## src/rtl/sync_fifo_pkg.sv

```systemverilog
// sync_fifo_pkg: shared types and parameter checks for the sync FIFO read side
package sync_fifo_pkg;
  typedef enum logic [1:0] {IDLE, BURST, DRAIN} burst_rd_state_e;
  function automatic bit params_ok(int burst_len, int timeout_cycles);
    return burst_len >= 1 && timeout_cycles >= 1;
  endfunction
endpackage

```

## src/rtl/sync_fifo_out_reg.sv

```systemverilog
// sync_fifo_out_reg: registered valid/data/last output stage for the burst reader
// load_i/data_i/last_i: capture a popped word; accept_i: consumer ready; valid_o/data_o/last_o: stream outputs
module sync_fifo_out_reg #(
  parameter int W = 8
) (
  input  logic         clk,
  input  logic         rst,
  input  logic         load_i,
  input  logic [W-1:0] data_i,
  input  logic         last_i,
  input  logic         accept_i,
  output logic         valid_o,
  output logic [W-1:0] data_o,
  output logic         last_o
);
  logic         valid_q, valid_d, last_q, last_d, acc;
  logic [W-1:0] data_q, data_d;
  always_comb begin
    acc     = valid_q && accept_i;
    valid_d = load_i || (valid_q && !acc);
    data_d  = load_i ? data_i : data_q;
    last_d  = load_i ? last_i : (last_q && !acc);
  end
  always_ff @(posedge clk) begin
    if (rst) begin
      valid_q <= 1'b0;
      data_q  <= '0;
      last_q  <= 1'b0;
    end else begin
      valid_q <= valid_d;
      data_q  <= data_d;
      last_q  <= last_d;
    end
  end
  assign valid_o = valid_q;
  assign data_o  = data_q;
  assign last_o  = last_q;
endmodule

```

## src/rtl/sync_fifo_burst_reader.sv

```systemverilog
// sync_fifo_burst_reader: drains a show-ahead FIFO into bounded valid/ready bursts with an end marker
// FIFO side: fifo_rden, fifo_rddata, fifo_empty, fifo_almost_empty; control: flush, burst_active
// stream side: m_valid, m_data, m_last, m_ready
module sync_fifo_burst_reader
  import sync_fifo_pkg::*;
#(
  parameter int FIFO_WIDTH     = 8,
  parameter int BURST_LEN      = 4,
  parameter int TIMEOUT_CYCLES = 16
) (
  input  logic                  clk,
  input  logic                  rst,
  output logic                  fifo_rden,
  input  logic [FIFO_WIDTH-1:0] fifo_rddata,
  input  logic                  fifo_empty,
  input  logic                  fifo_almost_empty,
  input  logic                  flush,
  output logic                  m_valid,
  output logic [FIFO_WIDTH-1:0] m_data,
  output logic                  m_last,
  input  logic                  m_ready,
  output logic                  burst_active
);
  localparam int BW = BURST_LEN > 1 ? $clog2(BURST_LEN) : 1;
  localparam int CW = TIMEOUT_CYCLES > 1 ? $clog2(TIMEOUT_CYCLES) : 1;
  if (!params_ok(BURST_LEN, TIMEOUT_CYCLES)) begin : g_bad_params
    $error("sync_fifo_burst_reader: BURST_LEN and TIMEOUT_CYCLES must be >= 1");
  end
  burst_rd_state_e state_q, state_d;
  logic [BW-1:0]   beat_cnt_q, beat_cnt_d;
  logic [CW-1:0]   idle_cnt_q, idle_cnt_d;
  logic            burst_active_q, go, last_pop;
  always_ff @(posedge clk) begin
    if (rst) begin
      state_q        <= IDLE;
      beat_cnt_q     <= '0;
      idle_cnt_q     <= '0;
      burst_active_q <= 1'b0;
    end else begin
      state_q        <= state_d;
      beat_cnt_q     <= beat_cnt_d;
      idle_cnt_q     <= idle_cnt_d;
      burst_active_q <= state_d != IDLE;
    end
  end
  // a lone word waits for a partner until the idle timer expires or flush forces it out
  always_comb begin
    go         = !fifo_empty && (!fifo_almost_empty || idle_cnt_q == CW'(TIMEOUT_CYCLES - 1) || flush);
    state_d    = state_q == IDLE  ? (go ? BURST : IDLE) :
                 state_q == BURST ? (fifo_rden && last_pop ? DRAIN : BURST) :
                                    (!m_valid || m_ready ? IDLE : DRAIN);
    idle_cnt_d = state_q == IDLE && !fifo_empty && !go ? idle_cnt_q + CW'(1) : '0;
    beat_cnt_d = state_q == BURST ? beat_cnt_q + BW'(fifo_rden) : '0;
  end
  // popping the sole entry ends the burst, so a word written in that same cycle opens the next one
  always_comb begin
    fifo_rden    = !rst && state_q == BURST && !fifo_empty && (!m_valid || m_ready);
    last_pop     = beat_cnt_q == BW'(BURST_LEN - 1) || fifo_almost_empty;
    burst_active = burst_active_q;
  end
  sync_fifo_out_reg #(.W(FIFO_WIDTH)) u_out_reg (
    .clk      (clk),
    .rst      (rst),
    .load_i   (fifo_rden),
    .data_i   (fifo_rddata),
    .last_i   (last_pop),
    .accept_i (m_ready),
    .valid_o  (m_valid),
    .data_o   (m_data),
    .last_o   (m_last)
  );
endmodule

```

## config.mk

```make
export PLATFORM = sky130hd
export DESIGN_NAME = sync_fifo_burst_reader
export DESIGN_NICKNAME = d
export VERILOG_FILES = /design/src/rtl/sync_fifo_pkg.sv /design/src/rtl/sync_fifo_out_reg.sv /design/src/rtl/sync_fifo_burst_reader.sv
export SDC_FILE = /design/constraint.sdc
export NUM_CORES = 1
export LEC_CHECK = 0
export CAP_MARGIN = 20
export CORE_ASPECT_RATIO = 0.9
export CORE_MARGIN = 2
export CORE_UTILIZATION = 43
export CTS_CLUSTER_SIZE = 12
export DETAILED_ROUTE_END_ITERATION = 6
export MAX_ROUTING_LAYER = met4
export PLACE_DENSITY = 0.76
export RECOVER_POWER = 50
export REMOVE_ABC_BUFFERS = 1
export SLEW_MARGIN = 20
export SYNTH_ARGS = -nofsm -noshare
export SYNTH_HDL_FRONTEND = slang
export SYNTH_SLANG_ARGS = --single-unit
```

## constraint.sdc

```tcl
create_clock -name clk -period 1.5 [get_ports clk]
set_input_delay 0.3 -clock clk [delete_from_list [all_inputs] [get_ports clk]]
set_output_delay 0.3 -clock clk [all_outputs]
set_load 0.03 [all_outputs]
```

# Word-level counts from Yosys, hierarchy flattened

Index checks and enable logic that the tools add are counted.

Flip-flop bits (word level): 19
Input port bits: 14
Output and inout port bits: 12

Add/subtract/negate cells: 2
Eq/ne operators: 3
Muxes and demuxes: 6
Bitwise operators: 2
Reductions and logical operators: 25

Operators by type and width:

| cell                                                                   | number |
|---|---|
| 1-bit logical AND                                                      | 10 |
| 2-bit two-way mux                                                      | 4 |
| 1-bit zero test                                                        | 6 |
| 1-bit logical OR                                                       | 5 |
| 4-bit by 1-bit adder with 4-bit output (second input constant)         | 1 |
| 4-bit equality test (second input constant)                            | 1 |
| 2-bit OR reduction                                                     | 2 |
| 2-bit by 1-bit adder with 2-bit output                                 | 1 |
| 2-bit by 1-bit equality test with 1-bit output (second input constant) | 1 |
| 2-bit equality test (second input constant)                            | 1 |
| 2-bit zero test                                                        | 1 |
| 1-bit two-way mux                                                      | 2 |
| 1-bit NOT                                                              | 2 |
| 2-bit nonzero test                                                     | 1 |

# Logic depth before layout (Yosys ltp)

Gate-level depths: netlist of run 1.

Depth in word-level cells: 9
Depth in mapped cells: 6

# Modules after synthesis

From an unflattened synthesis of run 1, not the netlist that was laid out.

Cell total of the unflattened synthesis: 77
Area total of the unflattened synthesis: 757.0 µm²

Modules (own cells, without submodules):

| module                 | instances | cells an instance | area each (µm²) |
|---|---|---|---|
| sync_fifo_burst_reader | 1         | 42                | 397.9 |
| sync_fifo_out_reg      | 1         | 35                | 359.1 |

# Worst setup path after synthesis of run 1

Ideal clock, no wire load.

Path type: register -> register
Start: register u_out_reg.valid_q, in the netlist u_out_reg.valid_o
End: register beat_cnt_q[0]
Setup time: 0.115 ns
Arrival time: 1.396 ns
Required time: 1.385 ns
Setup slack: -0.011 ns
Cell stages (with the launch flop): 6
Clock period less this slack: 1.511 ns
Path through: dfxtp_1 nor2b_4 nor4_4 buf_6 ha_1 and2_1

Longest elaborated chain between the ends: 4

RTL lines:

| element                                | line                         | RTL |
|---|---|---|
| start: declaration                     | sync_fifo_out_reg.sv:16      | `logic valid_q, valid_d, last_q, last_d, acc;` |
| start signal: assignment               | sync_fifo_out_reg.sv:30      | `valid_q <= valid_d;` |
| 1-bit zero test                        | sync_fifo_burst_reader.sv:57 | `fifo_rden = !rst && state_q == BURST && !fifo_empty && (!m_valid \|\| m_ready);` |
| 1-bit logical OR                       | sync_fifo_burst_reader.sv:57 |  |
| 1-bit logical AND                      | sync_fifo_burst_reader.sv:57 |  |
| via fifo_rden                          | sync_fifo_burst_reader.sv:13 | `output logic fifo_rden,` |
| 2-bit by 1-bit adder with 2-bit output | sync_fifo_burst_reader.sv:53 | `beat_cnt_d = state_q == BURST ? beat_cnt_q + BW'(fifo_rden) : '0;` |
| end signal: assignment                 | sync_fifo_burst_reader.sv:41 | `beat_cnt_q <= beat_cnt_d;` |
| end: declaration                       | sync_fifo_burst_reader.sv:30 | `logic [BW-1:0] beat_cnt_q, beat_cnt_d;` |

The timed path passes the listed nets, and every way through them passes these cells.
A chain may end at the register's enable or synchronous reset.

# Worst setup path after layout of run 1

Start: register u_out_reg.valid_q, in the netlist u_out_reg.valid_o
End: output fifo_rden

Longest elaborated chain between the ends: 3

RTL lines:

| element           | line |
|---|---|
| 1-bit zero test   | sync_fifo_burst_reader.sv:57 |
| 1-bit logical OR  | sync_fifo_burst_reader.sv:57 |
| 1-bit logical AND | sync_fifo_burst_reader.sv:57 |
| end: declaration  | sync_fifo_burst_reader.sv:13 |

No other way between the ends.

==> results of run 1 <==
[cells by family after synthesis]
family                   share of synthesized area
AO/OA/AOI/OAI                               0.0540
AND/OR/NAND/NOR                              0.237
multiplexers                                 0.105
adder cells (fa/ha/maj)                     0.0327
flip-flops                                   0.498
XOR/XNOR                                    0.0344
buffers and inverters                       0.0393
[layer usage]
metal,up-vias,global-route usage
met1,301,0.167
met3,2,0.0310
met2,11,0.272
li1,330,-
met4,0,0.131
met5,-,-
[power breakdown]
group	switching [mW]	leakage (nW)	internal (mW)
registers	0.00881	0.155	0.518
clock network	0.157	0.0177	0.0992
logic	0.0756	0.345	0.0883
[synthesized netlist by cell type]
cell type / instances / area [sq um]
inv_1: 1 / 3.75
xor2_1: 1 / 8.76
nand3b_1: 1 / 7.51
nor4_4: 1 / 21.3
nor3_1: 2 / 10.0
clkbuf_1: 1 / 3.75
nor2b_1: 1 / 6.26
buf_6: 2 / 22.5
nand3_1: 1 / 5.00
a21bo_2: 1 / 10.0
and2_1: 1 / 6.26
a21oi_1: 3 / 15.0
xnor2_1: 2 / 17.5
nand2b_1: 1 / 6.26
ha_1: 2 / 25.0
nor4_1: 1 / 6.26
o21a_1: 1 / 7.51
nor2_1: 17 / 63.8
nor2b_4: 1 / 13.8
nand2_1: 4 / 15.0
nand2b_4: 1 / 13.8
and3_1: 1 / 6.26
mux2i_1: 8 / 80.1
dfxtp_1: 19 / 380
a311oi_1: 1 / 8.76
[timing repair]
action | in CTS | in global routing
setup buffers | 1 | 4
resized for setup | 14 | 4
cloned | 0 | 0
setup endpoints to repair | 13 | 4
pin swaps | 1 | 1
hold buffers | 0 | 0
[critical path, delay by kind of cell (launching register included)]
family / cells / cell delay, ps
and+or+nand+nor: 2 / 370
DFF: 1 / 330
buffers and inverters: 1 / 170
[state kept, by name (all words and copies together), names as in the netlist]
| register | cells |
|---|---|
| burst_active | 1 |
| u_out_reg.valid_o | 1 |
| idle_cnt_q | 4 |
| state_q | 2 |
| u_out_reg.data_o | 8 |
| u_out_reg.last_o | 1 |
| beat_cnt_q | 2 |
[area by class of cell]
| cell class | count | area (sq um) | share of cell area |
|---|---|---|---|
| Clock buffer | 3 | 22.5 | 0.0198 |
| Clock inverter | 1 | 5.00 | 0.00439 |
| Inverter | 1 | 3.75 | 0.00329 |
| Multi-Input combinational cell | 52 | 354 | 0.311 |
| Sequential cell | 19 | 385 | 0.338 |
| Tap cell | 24 | 30.0 | 0.0263 |
| Timing Repair Buffer | 38 | 339 | 0.297 |
[worst max path at each step]
stage                       from                   to  cells past startpoint  slack, ps
2_1_floorplan  u_out_reg.valid_o        beat_cnt_q[0]                      4       -510
3_3_place_gp             m_ready  u_out_reg.data_o[5]                      6       -280
3_5_place_dp             m_ready  u_out_reg.data_o[0]                      6       -350
4_1_cts               state_q[1]            fifo_rden                      3        -80
5_1_grt        u_out_reg.valid_o            fifo_rden                      3        -30
6_report       u_out_reg.valid_o            fifo_rden                      3         30
[through the flow]
step                setup TNS, ps  std cells
floorplan                   -4920         72
CTS                         -84.7        134
finish                          0        138
detailed placement          -3960        129
global route                -36.1        138
global placement            -3680        129
==> qor.yml, run 1 <==
status: "complete, no violations"
synth.distinct_cells: 25
finalPower_uw: 947
wl_met2_microns: 835
hp-start: "m_ready"
vias: 644
drt-total-wl_mm: 1.58
yosys_warnings: 0
post-route-min-period_ps: 1470
grt_pass1_wl_mm: 2.48
m1WireLength_microns: 688
ys_seq_area_frac: 0.498
postSynthAreaPerCell_sq_um: 10.2
die_y_microns: 44
final_cell_mix: "nor2_1, dfxtp_1, buf_4"
pre_cts_slack_ps: -355
antenna_left: 0
cts_max_level: 1
cts_buffers: 3
syn-cell-area_sq_um: 764
drv_slew: 0
hold_path_end: "u_out_reg.last_o"
cpMaxStageDelayCell: "dfxtp_2"
clock_latency_ps: 290
root_buffer: "clkbuf_4"
antenna_cells: 0
portBuffers: 25
grt_max_degree: 16
min_path_cells: 4
hold_path_class: "input pin to flip-flop"
rows: 14
power_leakage_nw: 0.518
path_clk_slew_ps: 110
skew_ps: 6.50
fin_area_sq_mm: 0.00114
vdd_drop_max_mv: 0.513
max_stage_delay_ps: 330
finalSetupViolations: 0
cts_buffer_depth: 2
syn_to_final_growth_pct: 49.1
gp_congestion: 0.766
worst_slack_ps: 29.2
reg2reg_to: "u_out_reg.data_o[0]"
start_util: 0.459
vias_per_cell: 4.67
cp_max_fo: 2
num-fill-cells: 141
coreArea_sq_mm: 0.00166
drc: 0
rsz0062_at_grt: "yes"
dr_wl_met3_microns: 31
die_w_microns: 48.4
regToRegSetupSlack_ps: 60
reg2reg_from: "u_out_reg.valid_o"
detail_route.wl_per_cell_microns: 11.4
grt_usage: 0.161
finalNetCount: 131
fp.dieArea_sq_mm: 0.00213
critPathRequiredTime_ps: 1200
endpoint_kind: "output pin"
cts_sinks: 19
grt_pass1_vias: 600
final_layout_size_suffix_gt1_frac: 0.211
max_freq_mhz: 680
antenna_found_initial: 0
dr.pass1.iters: 3
finalHoldViolCount: 0
drv_cap: 0
pin_count: 26
synth_cells: 75
ys_ff_latch: 19
power_density_mw_per_mm2: 831
r2r_cells: 6
routed.top_layer: "met4"
start_kind: "flip-flop"
hpwl_mm: 1.14
hold-worst-slack_ps: 397
critPathKind: "flip-flop to output pin"
finalCritPeriodShare: 0.981
worst_pin_slew_ps: 290
fin_util: 0.685
dpl_cell_area_sq_mm: 0.00108
cp.arrival_ps: 1170
relSlewSlack: 0.805
worstPathCellList: "nor2b_4 -> nor4_4 -> buf_6"
drtIter0Drc: 5
cts_tree: "built"
gr-total-overflow: 0
No activity file was read; power rests on OpenSTA's default activity.
==> run 2: changes to the inputs <==
Settings changed: CTS_BUF_LIST set to sky130_fd_sc_hd__clkbuf_4 sky130_fd_sc_hd__clkbuf_8 sky130_fd_sc_hd__clkbuf_16.
==> results of run 2 <==
No change in the layout: final DEF, timing and power equal those of run 1.
==> run 3: changes to the inputs <==
Settings changed: REMOVE_ABC_BUFFERS 1 to unset.
==> qor.yml, run 3 (synthesis results as in run 1) <==
status: "finished, violations left"  # was complete, no violations
violations: "setup timing"
drtIter0Drc: 5  # unchanged
grt_pass1_wl_mm: 2.82  # was 2.48 mm
synth.net_count: 91
max_stage_delay_ps: 340  # was 330 ps
die_y_microns: 44  # unchanged
p_comb_frac: 0.161  # was 0.173
rsz0062_at_grt: "yes"  # unchanged
finalCritPeriodShare: 1.00  # was 0.981
vias: 641  # was 644
pin_count: 26  # unchanged
worst_pin_slew_ps: 313  # was 290 ps
vdd_drop_max_mv: 0.528  # was 0.513 mV
p_sw_uw: 237  # was 242 uW
drv_cap: 0  # unchanged
relSlewSlack: 0.792  # was 0.805
start_util: 0.459  # unchanged
ctsHoldBuffers: 0  # unchanged
drt-total-wl_mm: 1.64  # was 1.58 mm
antenna_found_initial: 0  # unchanged
num-fill-cells: 144  # was 141
die_w_microns: 48.4  # unchanged
cts_max_level: 1  # unchanged
final_layout_size_suffix_gt1_frac: 0.200  # was 0.211
p_int_uw: 721  # was 705 uW
final_common_cell: "nor2_1"
skew_ps: 1.19  # was 6.50 ps
vias_per_cell: 4.78  # was 4.67
pre_cts_slack_ps: -299  # was -355 ps
endpoint_kind: "output pin"  # unchanged
start_kind: "flip-flop"  # unchanged
drc: 0  # unchanged
power_density_mw_per_mm2: 855  # was 831 mW/mm^2
gp_congestion: 0.755  # was 0.766
grt_usage: 0.182  # was 0.161
seqPwrFrac: 0.553  # was 0.556
grt_max_degree: 16  # unchanged
cts_buffer_depth: 2  # unchanged
routed.top_layer: "met4"  # unchanged
finalNetCount: 127  # was 131
antenna_cells: 0  # unchanged
syn_to_final_growth_pct: 46.6  # was 49.1%
antenna_left: 0  # unchanged
worstPathCellList: "nor2b_4 -> nor4_4 -> buf_4"  # was nor2b_4 -> nor4_4 -> buf_6
finalSetupViolations: 1  # was 0
clock_latency_ps: 290  # about the same
fp.dieArea_sq_mm: 0.00213  # unchanged
post-route-min-period_ps: 1500  # was 1470 ps
power_leakage_nw: 0.502  # was 0.518 nW
final_cell_mix: "nor2_1, dfxtp_1, dlygate4sd2_1"  # was nor2_1, dfxtp_1, buf_4
finalPower_uw: 958  # was 947 uW
max_freq_mhz: 665  # was 680 MHz
cp_max_fo: 3  # was 2
critPathKind: "flip-flop to output pin"  # unchanged
swShare: 0.248  # was 0.255
m1WireLength_microns: 723  # was 688 microns
path_clk_slew_ps: 100  # was 110 ps
critPathRequiredTime_ps: 1200  # about the same
coreArea_sq_mm: 0.00166  # unchanged
portBuffers: 25  # unchanged
hold-worst-slack_ps: 425  # was 397 ps
cpMaxStageDelayCell: "dfxtp_2"  # unchanged
pwr-share-clk: 0.286  # was 0.271
finalHoldViolCount: 0  # unchanged
dr.pass1.iters: 4  # was 3
cp.arrival_ps: 1200  # was 1170 ps
crit_family: "simple AND/OR/NAND/NOR gates"  # unchanged
hold_path_class: "input pin to flip-flop"  # unchanged
gr-total-overflow: 0  # unchanged
rows: 14  # unchanged
dr_wl_met3_microns: 81  # was 31 microns
worst_slack_ps: -2.72  # was 29.2 ps
cts_sinks: 19  # unchanged
wl_met2_microns: 802  # was 835 microns
drv_slew: 0  # unchanged
root_buffer: "clkbuf_4"  # unchanged
path_buf_inv: 1  # unchanged
grt_pass1_vias: 627  # was 600
cts_tree: "built"  # unchanged
detail_route.wl_per_cell_microns: 12.2  # was 11.4 microns
hpwl_mm: 1.28  # was 1.14 mm
cts_buffers: 3  # unchanged
largest_reg_flops: 8  # unchanged
[run 3: tightest hold or removal path: cells and delay by family]
kind,cells,cell delay [ps]
AOI/OAI and AO/OA,1,60
buffers and inverters,1,150
and+or+nand+nor,2,160
[run 3: worst paths after layout]
| check | startpoint | end | slack, ps | depth (start not counted) |
|---|---|---|---|---|
| setup / recovery | u_out_reg.valid_o | fifo_rden | -3 | 3 |
| hold / removal | m_ready | u_out_reg.last_o | 430 | 4 |
| setup reg to reg | u_out_reg.valid_o | u_out_reg.data_o[0] | 150 | 6 |
| hold reg to reg | idle_cnt_q[0] | idle_cnt_q[0] | 460 | 1 |
[run 3: cell type report]
cell class / instances / area [sq um] / share of cell area
clock buffer: 4 / 30.0 / 0.0268
inverter: 1 / 3.75 / 0.00335
multi-input combinational: 52 / 360 / 0.321
sequential: 19 / 384 / 0.343
tap: 24 / 30.0 / 0.0268
timing repair buffer: 34 / 313 / 0.279
[run 3: timing repair]
action,4_1_cts,5_1_grt
setup buffers,1,0
setup endpoints to repair,12,10
gates resized for setup,13,6
pin swaps,1,1
gates cloned,0,0
[run 3: through the flow]
stage	TNS, ps	area [sq um]	instances	utilization
floorplan	0	766	75	-
global route	-94.6	1120	134	0.674
global placement	-3620	1080	129	0.647
finish	-2.72	1120	134	0.674
CTS	-68.5	1100	134	0.662
detailed placement	-4000	1080	129	0.647
[run 3: layer usage]
layer / up-vias / global-route usage
met1: 292 / 0.213
met2: 25 / 0.306
met5: - / -
met4: 0 / 0.0800
li1: 320 / -
met3: 4 / 0.0414
[run 3: power by group through the flow]
stage	clock network (mW)	registers [mW]	logic, mW
final	0.274	0.530	0.154
after global routing	0.308	0.533	0.167
after CTS	0.279	0.529	0.153
after detailed placement	0	0.542	0.158
after global placement	0	0.540	0.155
after floorplan	0	0.561	0.0599
